==> config.mk <==
export PLATFORM = sky130hd
export DESIGN_NAME = baud_cfg_ctrl_flat
export DESIGN_NICKNAME = d
export VERILOG_FILES = /design/src/rtl/baud_cfg_if.sv /design/src/rtl/baud_cfg_ctrl.sv /design/src/flat_wrapper.sv
export SDC_FILE = /design/constraint.sdc
export NUM_CORES = 1
export LEC_CHECK = 0
export CORE_AREA = 5 5 49 51
export CTS_CLUSTER_SIZE = 40
export DETAILED_ROUTE_END_ITERATION = 16
export DIE_AREA = 0 0 54 56
export PLACE_DENSITY = 0.77
export SETUP_SLACK_MARGIN = 0.05
export SLEW_MARGIN = 10
export SYNTH_ARGS = -nofsm -noshare
export SYNTH_HDL_FRONTEND = slang
export SYNTH_SLANG_ARGS = --single-unit
==> constraint.sdc <==
create_clock -name CLK100MHZ -period 4.05 [get_ports CLK100MHZ]
set_input_delay 0.81 -clock CLK100MHZ [delete_from_list [all_inputs] [get_ports CLK100MHZ]]
set_output_delay 0.81 -clock CLK100MHZ [all_outputs]
set_load 0.01 [all_outputs]
==> src/rtl/baud_cfg_if.sv <==
// Handshake bundle between the register/command side, the UART busy flags
// and the baud generator's select/reset inputs.
interface baud_cfg_if;
    logic       req;
    logic [2:0] req_sel;
    logic       tx_busy;
    logic       rx_busy;
    logic [2:0] select;
    logic       gen_resetn;
    logic       busy;
    logic       rate_valid;
    logic       ack;
    logic       req_drop;

    modport master (
        output req, req_sel, tx_busy, rx_busy,
        input  select, gen_resetn, busy, rate_valid, ack, req_drop
    );

    modport slave (
        input  req, req_sel, tx_busy, rx_busy,
        output select, gen_resetn, busy, rate_valid, ack, req_drop
    );
endinterface

==> src/rtl/baud_cfg_ctrl.sv <==
// Baud-rate reconfiguration controller: waits for the UART to drain, holds the
// baud generator in reset while the new select code is applied, then settles.
module baud_cfg_ctrl #(
    parameter logic [2:0] DEFAULT_SEL   = 3'd3,
    parameter int         HOLD_CYCLES   = 4,
    parameter int         SETTLE_CYCLES = 32
) (
    input  logic      CLK100MHZ,
    input  logic      reset,
    baud_cfg_if.slave cfg
);

    localparam int MAX_CYCLES = (HOLD_CYCLES > SETTLE_CYCLES) ? HOLD_CYCLES : SETTLE_CYCLES;
    localparam int CW         = $clog2(MAX_CYCLES + 1);
    localparam logic [CW-1:0] HOLD_LOAD   = CW'(HOLD_CYCLES - 1);
    localparam logic [CW-1:0] SETTLE_LOAD = CW'(SETTLE_CYCLES - 1);

    typedef enum logic [1:0] {
        IDLE,
        DRAIN,
        HOLD,
        SETTLE
    } state_t;

    state_t        state, state_n;
    logic [CW-1:0] cnt, cnt_n;
    logic [2:0]    pending, pending_n;
    logic          init, init_n;
    logic [2:0]    select_r, select_n;
    logic          gen_resetn_r, gen_resetn_n;
    logic          busy_r, busy_n;
    logic          rate_valid_r, rate_valid_n;
    logic          ack_r, ack_n;
    logic          req_drop_r, req_drop_n;

    // The init flag only exists to suppress the ack at the end of the
    // post-reset sequence; select is already DEFAULT_SEL from reset.
    always_comb begin
        state_n    = state;
        cnt_n      = cnt;
        pending_n  = pending;
        init_n     = init;
        select_n   = select_r;
        ack_n      = 1'b0;
        req_drop_n = 1'b0;

        case (state)
            IDLE: begin
                if (cfg.req) begin
                    pending_n = cfg.req_sel;
                    if (cfg.req_sel == select_r) begin
                        ack_n = 1'b1;
                    end else begin
                        state_n = DRAIN;
                    end
                end
            end
            DRAIN: begin
                if (!cfg.tx_busy && !cfg.rx_busy) begin
                    state_n  = HOLD;
                    cnt_n    = HOLD_LOAD;
                    select_n = pending;
                end
            end
            HOLD: begin
                if (cnt == '0) begin
                    state_n = SETTLE;
                    cnt_n   = SETTLE_LOAD;
                end else begin
                    cnt_n = cnt - CW'(1);
                end
            end
            SETTLE: begin
                if (cnt == '0) begin
                    state_n = IDLE;
                    ack_n   = !init;
                    init_n  = 1'b0;
                end else begin
                    cnt_n = cnt - CW'(1);
                end
            end
            default: begin
                state_n = IDLE;
            end
        endcase

        if (cfg.req && (state != IDLE)) begin
            req_drop_n = 1'b1;
        end

        // Status outputs are registered copies of the next state's view.
        gen_resetn_n = (state_n != HOLD);
        busy_n       = (state_n != IDLE);
        rate_valid_n = (state_n == IDLE);
    end

    always_ff @(posedge CLK100MHZ) begin
        if (reset) begin
            state        <= HOLD;
            cnt          <= HOLD_LOAD;
            pending      <= DEFAULT_SEL;
            init         <= 1'b1;
            select_r     <= DEFAULT_SEL;
            gen_resetn_r <= 1'b0;
            busy_r       <= 1'b1;
            rate_valid_r <= 1'b0;
            ack_r        <= 1'b0;
            req_drop_r   <= 1'b0;
        end else begin
            state        <= state_n;
            cnt          <= cnt_n;
            pending      <= pending_n;
            init         <= init_n;
            select_r     <= select_n;
            gen_resetn_r <= gen_resetn_n;
            busy_r       <= busy_n;
            rate_valid_r <= rate_valid_n;
            ack_r        <= ack_n;
            req_drop_r   <= req_drop_n;
        end
    end

    assign cfg.select     = select_r;
    assign cfg.gen_resetn = gen_resetn_r;
    assign cfg.busy       = busy_r;
    assign cfg.rate_valid = rate_valid_r;
    assign cfg.ack        = ack_r;
    assign cfg.req_drop   = req_drop_r;

endmodule

==> src/flat_wrapper.sv <==
// flat-port wrapper written by rule: the top's interface ports become plain ports
module baud_cfg_ctrl_flat 
#(
    parameter logic [2:0] DEFAULT_SEL   = 3'd3,
    parameter int         HOLD_CYCLES   = 4,
    parameter int         SETTLE_CYCLES = 32
)
  (CLK100MHZ, reset, cfg_req, cfg_req_sel, cfg_tx_busy, cfg_rx_busy, cfg_select, cfg_gen_resetn, cfg_busy, cfg_rate_valid, cfg_ack, cfg_req_drop);
  baud_cfg_if cfg_i ();
  input  logic CLK100MHZ;
  input  logic reset;
  input wire logic [$bits(cfg_i.req)-1:0] cfg_req;
  input wire logic [$bits(cfg_i.req_sel)-1:0] cfg_req_sel;
  input wire logic [$bits(cfg_i.tx_busy)-1:0] cfg_tx_busy;
  input wire logic [$bits(cfg_i.rx_busy)-1:0] cfg_rx_busy;
  output wire logic [$bits(cfg_i.select)-1:0] cfg_select;
  output wire logic [$bits(cfg_i.gen_resetn)-1:0] cfg_gen_resetn;
  output wire logic [$bits(cfg_i.busy)-1:0] cfg_busy;
  output wire logic [$bits(cfg_i.rate_valid)-1:0] cfg_rate_valid;
  output wire logic [$bits(cfg_i.ack)-1:0] cfg_ack;
  output wire logic [$bits(cfg_i.req_drop)-1:0] cfg_req_drop;
  assign cfg_i.req = cfg_req;
  assign cfg_i.req_sel = cfg_req_sel;
  assign cfg_i.tx_busy = cfg_tx_busy;
  assign cfg_i.rx_busy = cfg_rx_busy;
  assign cfg_select = cfg_i.select;
  assign cfg_gen_resetn = cfg_i.gen_resetn;
  assign cfg_busy = cfg_i.busy;
  assign cfg_rate_valid = cfg_i.rate_valid;
  assign cfg_ack = cfg_i.ack;
  assign cfg_req_drop = cfg_i.req_drop;
  baud_cfg_ctrl #(.DEFAULT_SEL(DEFAULT_SEL), .HOLD_CYCLES(HOLD_CYCLES), .SETTLE_CYCLES(SETTLE_CYCLES)) u_core (.CLK100MHZ(CLK100MHZ), .reset(reset), .cfg(cfg_i));
endmodule
==> impl_metrics.yaml, run 1 <==
run_status:
  status: "complete, no violations"
critical_path:
  timing.rr.end: "u_core.cfg.busy"
  reg2reg_depth: 7
  worstSetupStartpointType: "primary input"
  rr_startpoint: "u_core.cnt[0]"
  setup.worst_path.start: "cfg_req_sel[0]"
  crit_type: "primary input to flip-flop"
  critPathCaptureType: "flip-flop"
  endpoint: "u_core.cfg.busy"
  critPathMaxFanout: 4
  cp.required_ps: 4230
  arrival_ps: 2430
  reg2reg_slack_ps: 1840
logic_synthesis:
  syn-cell-area_sq_um: 983
  synth_cell_type_count: 31
  synth-seq-area-share_pct: 40.7
  synth_xor_area_share_pct: 2.67
  synth_adder_area_share_pct: 7.63
  yosysWarnings: 0
  yosysTopAreaCell: "dfxtp_1"
  synth_mux_area_share_pct: 0
  synthArstFlopShare_pct: 0
  synth-main-ff-cell: "dfxtp_1"
  syn_inst: 117
  yosys.area.top_type_share_pct: 40.7
  synth_fp_nets: 131
  synthTopCellsByArea: "dfxtp_1 41%, ha_1 7.6%, nand3_1 6.1%"
  synth_top_family_by_area: "simple AND/OR/NAND/NOR gates"
  syn_area_per_cell_sq_um: 8.41
  synth-compound-area-share_pct: 18.8
  yosys.area_share.simple_pct: 25.8
  synth_edf_count: 0
  ys_seq_elements: 20
clock_network:
  cts-resized-gates: 0
  cts-root-buf: "clkbuf_4"
  cts_buffer_depth: 2
  cts_sinks: 20
  worstSkewPairLatency_ps: 290
  cts_setup_buffers: 0
  cts_made_buffers: 3
  hold_buffers: 0
  htree_levels: 1
  clk_pin_slew_worst_paths_ps: 100
  cts_tree: "built"
sta:
  fin_crit_ps: 2240
  clock_skew_ps: 4.65
  rsz0062_at_grt: "no"
  max_slew_margin_pct: 74.0
  period_share_pct: 55.4
  worstMarginPinSlew_ps: 389
  slew_viol_final: 0
  setup_viol: 0
  max_freq_mhz: 446
  final.setup.tns_ps: 0
  final-hold-violation-count: 0
pwr:
  intPower_uw: 415
  powerDensity_mw_per_mm2: 584
  switchingPower_uw: 273
  ir_drop_uv: 254
  comb_power_share_pct: 46.9
  power_frac_seq_pct: 39.9
  p_leak_nw: 0.493
  p_sw_share_pct: 39.7
  clkPwrFrac_pct: 13.2
grt:
  grt_max_degree: 12
  grtUsageTotal_pct: 16.9
  antenna_found_initial: 0
  grt_pass1_wl_mm: 3.82
  grt_pass1_vias: 905
  overflow: 0
floorplanning:
  dieArea_sq_mm: 0.00302
  die_w_um: 54
  ios: 16
  placementRows: 16
  coreArea_sq_mm: 0.00190
  start_util_pct: 51.7
  dieHeight_um: 56
cells_and_area:
  seq_area_sq_um: 400
  syn_to_final_growth_pct: 19.7
  final_nets: 148
  diodes: 0
  fillers: 163
  final_cell_mix: "20 x dfxtp_1, 15 x clkdlybuf4s50_1, 14 x nand2_1"
  drive_gt1_share_pct: 6.06
  multi_input_area_sq_um: 541
  utilization_pct: 61.9
  mostFrequentLayoutCell: "dfxtp_1"
flow_run:
  maxCapViolations: 0
drt:
  vias_per_cell: 5.65
  num_vias: 899
  drt_pass1_iterations: 4
  drt-initial-drc-count: 26
  drt-total-wl_mm: 2.20
  wire_per_inst_um: 13.8
  ant_nets: 0
  drc_errors: 0
place:
  port_buffers: 15
  gp_congestion: 0.784
  dp_hpwl_mm: 1.66
min_path:
  worstHoldPathType: "flip-flop to flip-flop"
## worst min path at each step
stage	end	depth (start not counted)	start	slack, ps
final	u_core.init	2	u_core.init	460
after global placement	u_core.init	2	u_core.init	440
after floorplan	u_core.init	2	u_core.init	420
after global routing	u_core.init	2	u_core.init	500
after CTS	u_core.init	2	u_core.init	470
after detailed placement	u_core.init	2	u_core.init	450
## power by group through the flow
stage | sequential [mW] | clock, mW | combinational [mW]
after detailed placement | 0.277 | 0 | 0.321
final | 0.275 | 0.0906 | 0.323
after global routing | 0.281 | 0.102 | 0.367
after floorplan | 0.275 | 0 | 0.236
after global placement | 0.277 | 0 | 0.308
after CTS | 0.274 | 0.0927 | 0.324
## metal layers
layer	vias up	track usage, %	wire length [um]
met5	-	0	0
met3	2	5.36	117
li1	448	-	-
met2	25	29.4	1140
met1	424	19.2	923
met4	0	4.27	15
## state kept, by name, summed over array words and instances (netlist names)
| signal | count |
|---|---|
| u_core.init | 1 |
| u_core.cfg.busy | 1 |
| u_core.state | 2 |
| u_core.cfg.req_drop | 1 |
| u_core.cfg.ack | 1 |
| u_core.cfg.gen_resetn | 1 |
| u_core.cnt | 6 |
| u_core.cfg.select | 3 |
| u_core.pending | 3 |
| u_core.cfg.rate_valid | 1 |
## per-stage QoR
step / cell area [sq um] / hold slack (ps) / worst slack, ps / instances / power [mW]
after floorplan: 983 / 423 / 1970 / 117 / 0.511
after detailed placement: 1150 / 449 / 1490 / 156 / 0.598
after CTS: 1180 / 466 / 1820 / 159 / 0.690
after global placement: 1150 / 437 / 1540 / 156 / 0.585
after global routing: 1180 / 496 / 1710 / 159 / 0.750
final: 1180 / 464 / 1810 / 159 / 0.688
## critical path: stages
cell and delay (ps):
clkdlybuf4s50_1 450, xnor2_1 160, nand3_1 110, a211oi_1 90, a211o_1 290, or4_4 520
## logic make-up (layout without fill, tap and decap cells)
| group | Yosys count | in the layout |
|---|---|---|
| simple gates | 51 | 51 |
| fa+ha+maj | 6 | 6 |
| buf+inv | 11 | 26 |
| xor+xnor | 3 | 3 |
| compound gates | 26 | 26 |
| flops | 20 | 20 |
## cells in the mapped netlist (all sizes together) (2+ instances only)
| master | number |
|---|---|
| dfxtp | 20 |
| nand2 | 14 |
| nor2 | 13 |
| nand3 | 12 |
| a21oi | 9 |
| inv | 8 |
| ha | 6 |
| nor3 | 3 |
| o221a | 3 |
| xnor2 | 3 |
| a211o | 2 |
| a211oi | 2 |
| a31oi | 2 |
| clkbuf | 2 |
| o21ai | 2 |
| or4 | 2 |
## cell type report
class                   instances  area share, %
inverters                       8           2.55
repair buffers                 15           12.8
multi-input cells              86           45.9
clock buffers                   3           1.91
well taps                      27           2.87
flip-flops and latches         20           34.0
Note: power is estimated with default switching activity, not from simulation.
==> inputs of run 2 (changes only) <==
- CORE_AREA: 5 5 49 51 -> 5 5 53 55
- DIE_AREA: 0 0 54 56 -> 0 0 58 60
- PLACE_DENSITY: 0.77 -> 0.69
- clock period: 4.05 -> 1.84 ns (I/O delays scaled with it)
==> run 2 against run 1 <==
Compared with the run above: clock-buffer cell count is 1 higher; utilization is 3.4 points higher; total power grew to 3.0 times the previous value; combinational power grew to 3.7 times the previous value; sequential cell count stayed put; wire length is 24% higher; critical path depth is 2 higher; first-iteration DRC count is 7.7% lower; critical endpoint is now u_core.cnt[5]; the run now ends with negative setup slack left; sequential share of layout area is 7.6 points lower; clock power grew to 2.9 times the previous value; critical path type is now flip-flop to flip-flop; via count is 15% higher.
==> impl_metrics.yaml, run 2 (synthesized netlist as in run 1, its figures left out) <==
run_status:
  status: "finished with violations"
  violations: "negative setup slack"
flow_run:
  maxCapViolations: 0
place:
  gp_congestion: 0.871
  place_inst: 185
  place_ws_ps: -259
  dp_hpwl_mm: 2.01
  port_buffers: 15
drt:
  drt-total-wl_mm: 2.72
  vias_per_cell: 5.29
  drc_errors: 0
  drt-initial-drc-count: 24
  wire_per_inst_um: 13.9
  ant_nets: 0
  num_vias: 1031
  drt_pass1_iterations: 4
cells_and_area:
  diodes: 0
  mostFrequentLayoutCell: "buf_4"
  largest_reg_flops: 6
  regMostFlops: "u_core.cnt"
  syn_to_final_growth_pct: 55.5
  drive_gt1_share_pct: 35.2
  final_cell_mix: "29 x buf_4, 17 x dfxtp_1, 15 x clkdlybuf4s50_1"
  final_nets: 180
  layout.cells.non_filler: 195
critical_path:
  cpMaxStageDelayCell: "or4_4"
  crit_path_cell_trace: "inv_2, ha_4, nor3b_4, buf_4, and2_4, or4_4, or3b_1, a21oi_2"
  reg2reg_depth: 8
  critPathCaptureType: "flip-flop"
  cp.required_ps: 2100
  slowest_delay_ps: 480
  critPathMaxFanout: 2
  rr_startpoint: "u_core.cnt[1]"
  arrival_ps: 2290
  worstSetupStartpointType: "flip-flop"
  reg2reg_slack_ps: -190
  timing.rr.end: "u_core.cnt[5]"
  crit_type: "flip-flop to flip-flop"
min_path:
  hold_depth: 2
  worstHoldPathType: "flip-flop to flip-flop"
  hold_end: "u_core.init"
  min_from: "u_core.init"
clock_network:
  worstSkewPairLatency_ps: 310
  cts-root-buf: "clkbuf_4"
  cts_sinks: 20
  clk_pin_slew_worst_paths_ps: 120
  cts_tree: "built"
  cts_made_buffers: 3
  cts_buffer_depth: 2
  htree_levels: 1
sta:
  max_slew_margin_pct: 75.1
  max_freq_mhz: 492
  final-hold-violation-count: 0
  whs_ps: 468
  period_share_pct: 111
  slew_viol_final: 0
  clock_skew_ps: 8.31
  worstMarginPinSlew_ps: 368
  rsz0062_at_grt: "yes"
  fin_crit_ps: 2030
  setup_ws_ps: -194
  setup_viol: 4
pwr:
  finalPower_mw: 2.06
  powerDensity_mw_per_mm2: 1350
  ir_drop_uv: 944
  p_leak_nw: 0.674
floorplanning:
  coreArea_sq_mm: 0.00234
  start_util_pct: 42.0
  die_w_um: 58
  dieArea_sq_mm: 0.00348
  ios: 16
  placementRows: 18
  dieHeight_um: 60
grt:
  grt_pass1_wl_mm: 4.39
  overflow: 0
  grt_max_degree: 12
  grt_pass1_vias: 1021
  grtUsageTotal_pct: 16.4
  antenna_found_initial: 0
-- run 2: changes by cell type in the layout (fill, tap and decap cells not counted), sizes merged --
cell    previous run  this run
buf                0        32
clkbuf             3         4
-- run 2: per-stage QoR --
step,TNS [ps],utilization [%],cell area [sq um]
after floorplan,-240,-,1010
after global placement,-679,58.8,1380
after detailed placement,-783,58.8,1380
after CTS,-352,61.9,1450
after global routing,-988,65.3,1530
final,-588,65.3,1530
-- run 2: final cells by class --
class	instances	area (sq um)
multi-input cells	86	619
well taps	30	37.5
fillers	203	813
flip-flops and latches	20	404
clock buffers	4	36.3
repair buffers	47	402
inverters	8	30.0
-- run 2: power by group --
part | switching, mW | internal [mW] | total, mW | leakage (nW)
clock | 0.143 | 0.121 | 0.264 | 0.0210
sequential | 0.0587 | 0.531 | 0.590 | 0.163
combinational | 0.554 | 0.655 | 1.21 | 0.490
total | 0.756 | 1.31 | 2.06 | 0.674
-- run 2: critical path: cells and delay by family (launching register included) --
family / cells / cell delay (ps)
AO/OA/AOI/OAI: 1 / 150
flip-flops: 1 / 360
adder cells (fa/ha/maj): 1 / 140
buffers and inverters: 2 / 190
AND/OR/NAND/NOR: 4 / 1140
-- run 2: timing repair --
| item | in CTS | in global routing |
|---|---|---|
| pin swaps | 6 | 1 |
| hold buffers | 0 | 0 |
| gates resized for setup | 4 | 11 |
| buffers inserted | 3 | 3 |
| endpoints found under the setup margin | 3 | 11 |
-- run 2: metal layers --
| metal | GRT usage [%] | share of wire, % | vias up | wire length (um) |
|---|---|---|---|---|
| met2 | 29.8 | 51 | 32 | 1380 |
| li1 | - | - | 507 | - |
| met1 | 19.9 | 43 | 486 | 1180 |
| met3 | 3.89 | 4.5 | 6 | 121 |
| met4 | 2.65 | 1.4 | 0 | 39 |
| met5 | 0 | 0 | - | 0 |
-- run 2: how the worst max path moves through the flow --
stage                            to  slack (ps)          start
floorplan           u_core.cfg.busy        -120  u_core.cnt[1]
global placement      u_core.cnt[5]        -220    cfg_rx_busy
detailed placement    u_core.cnt[5]        -260    cfg_rx_busy
CTS                   u_core.cnt[5]        -150  u_core.cnt[1]
global route          u_core.cnt[5]        -240  u_core.cnt[1]
finish                u_core.cnt[5]        -190  u_core.cnt[1]
==> inputs of run 3 (changes only) <==
- HOLD_SLACK_MARGIN: not set -> 0.1
==> results of run 3 <==
Same layout as run 2: the final DEF is identical, and so are final timing and power.
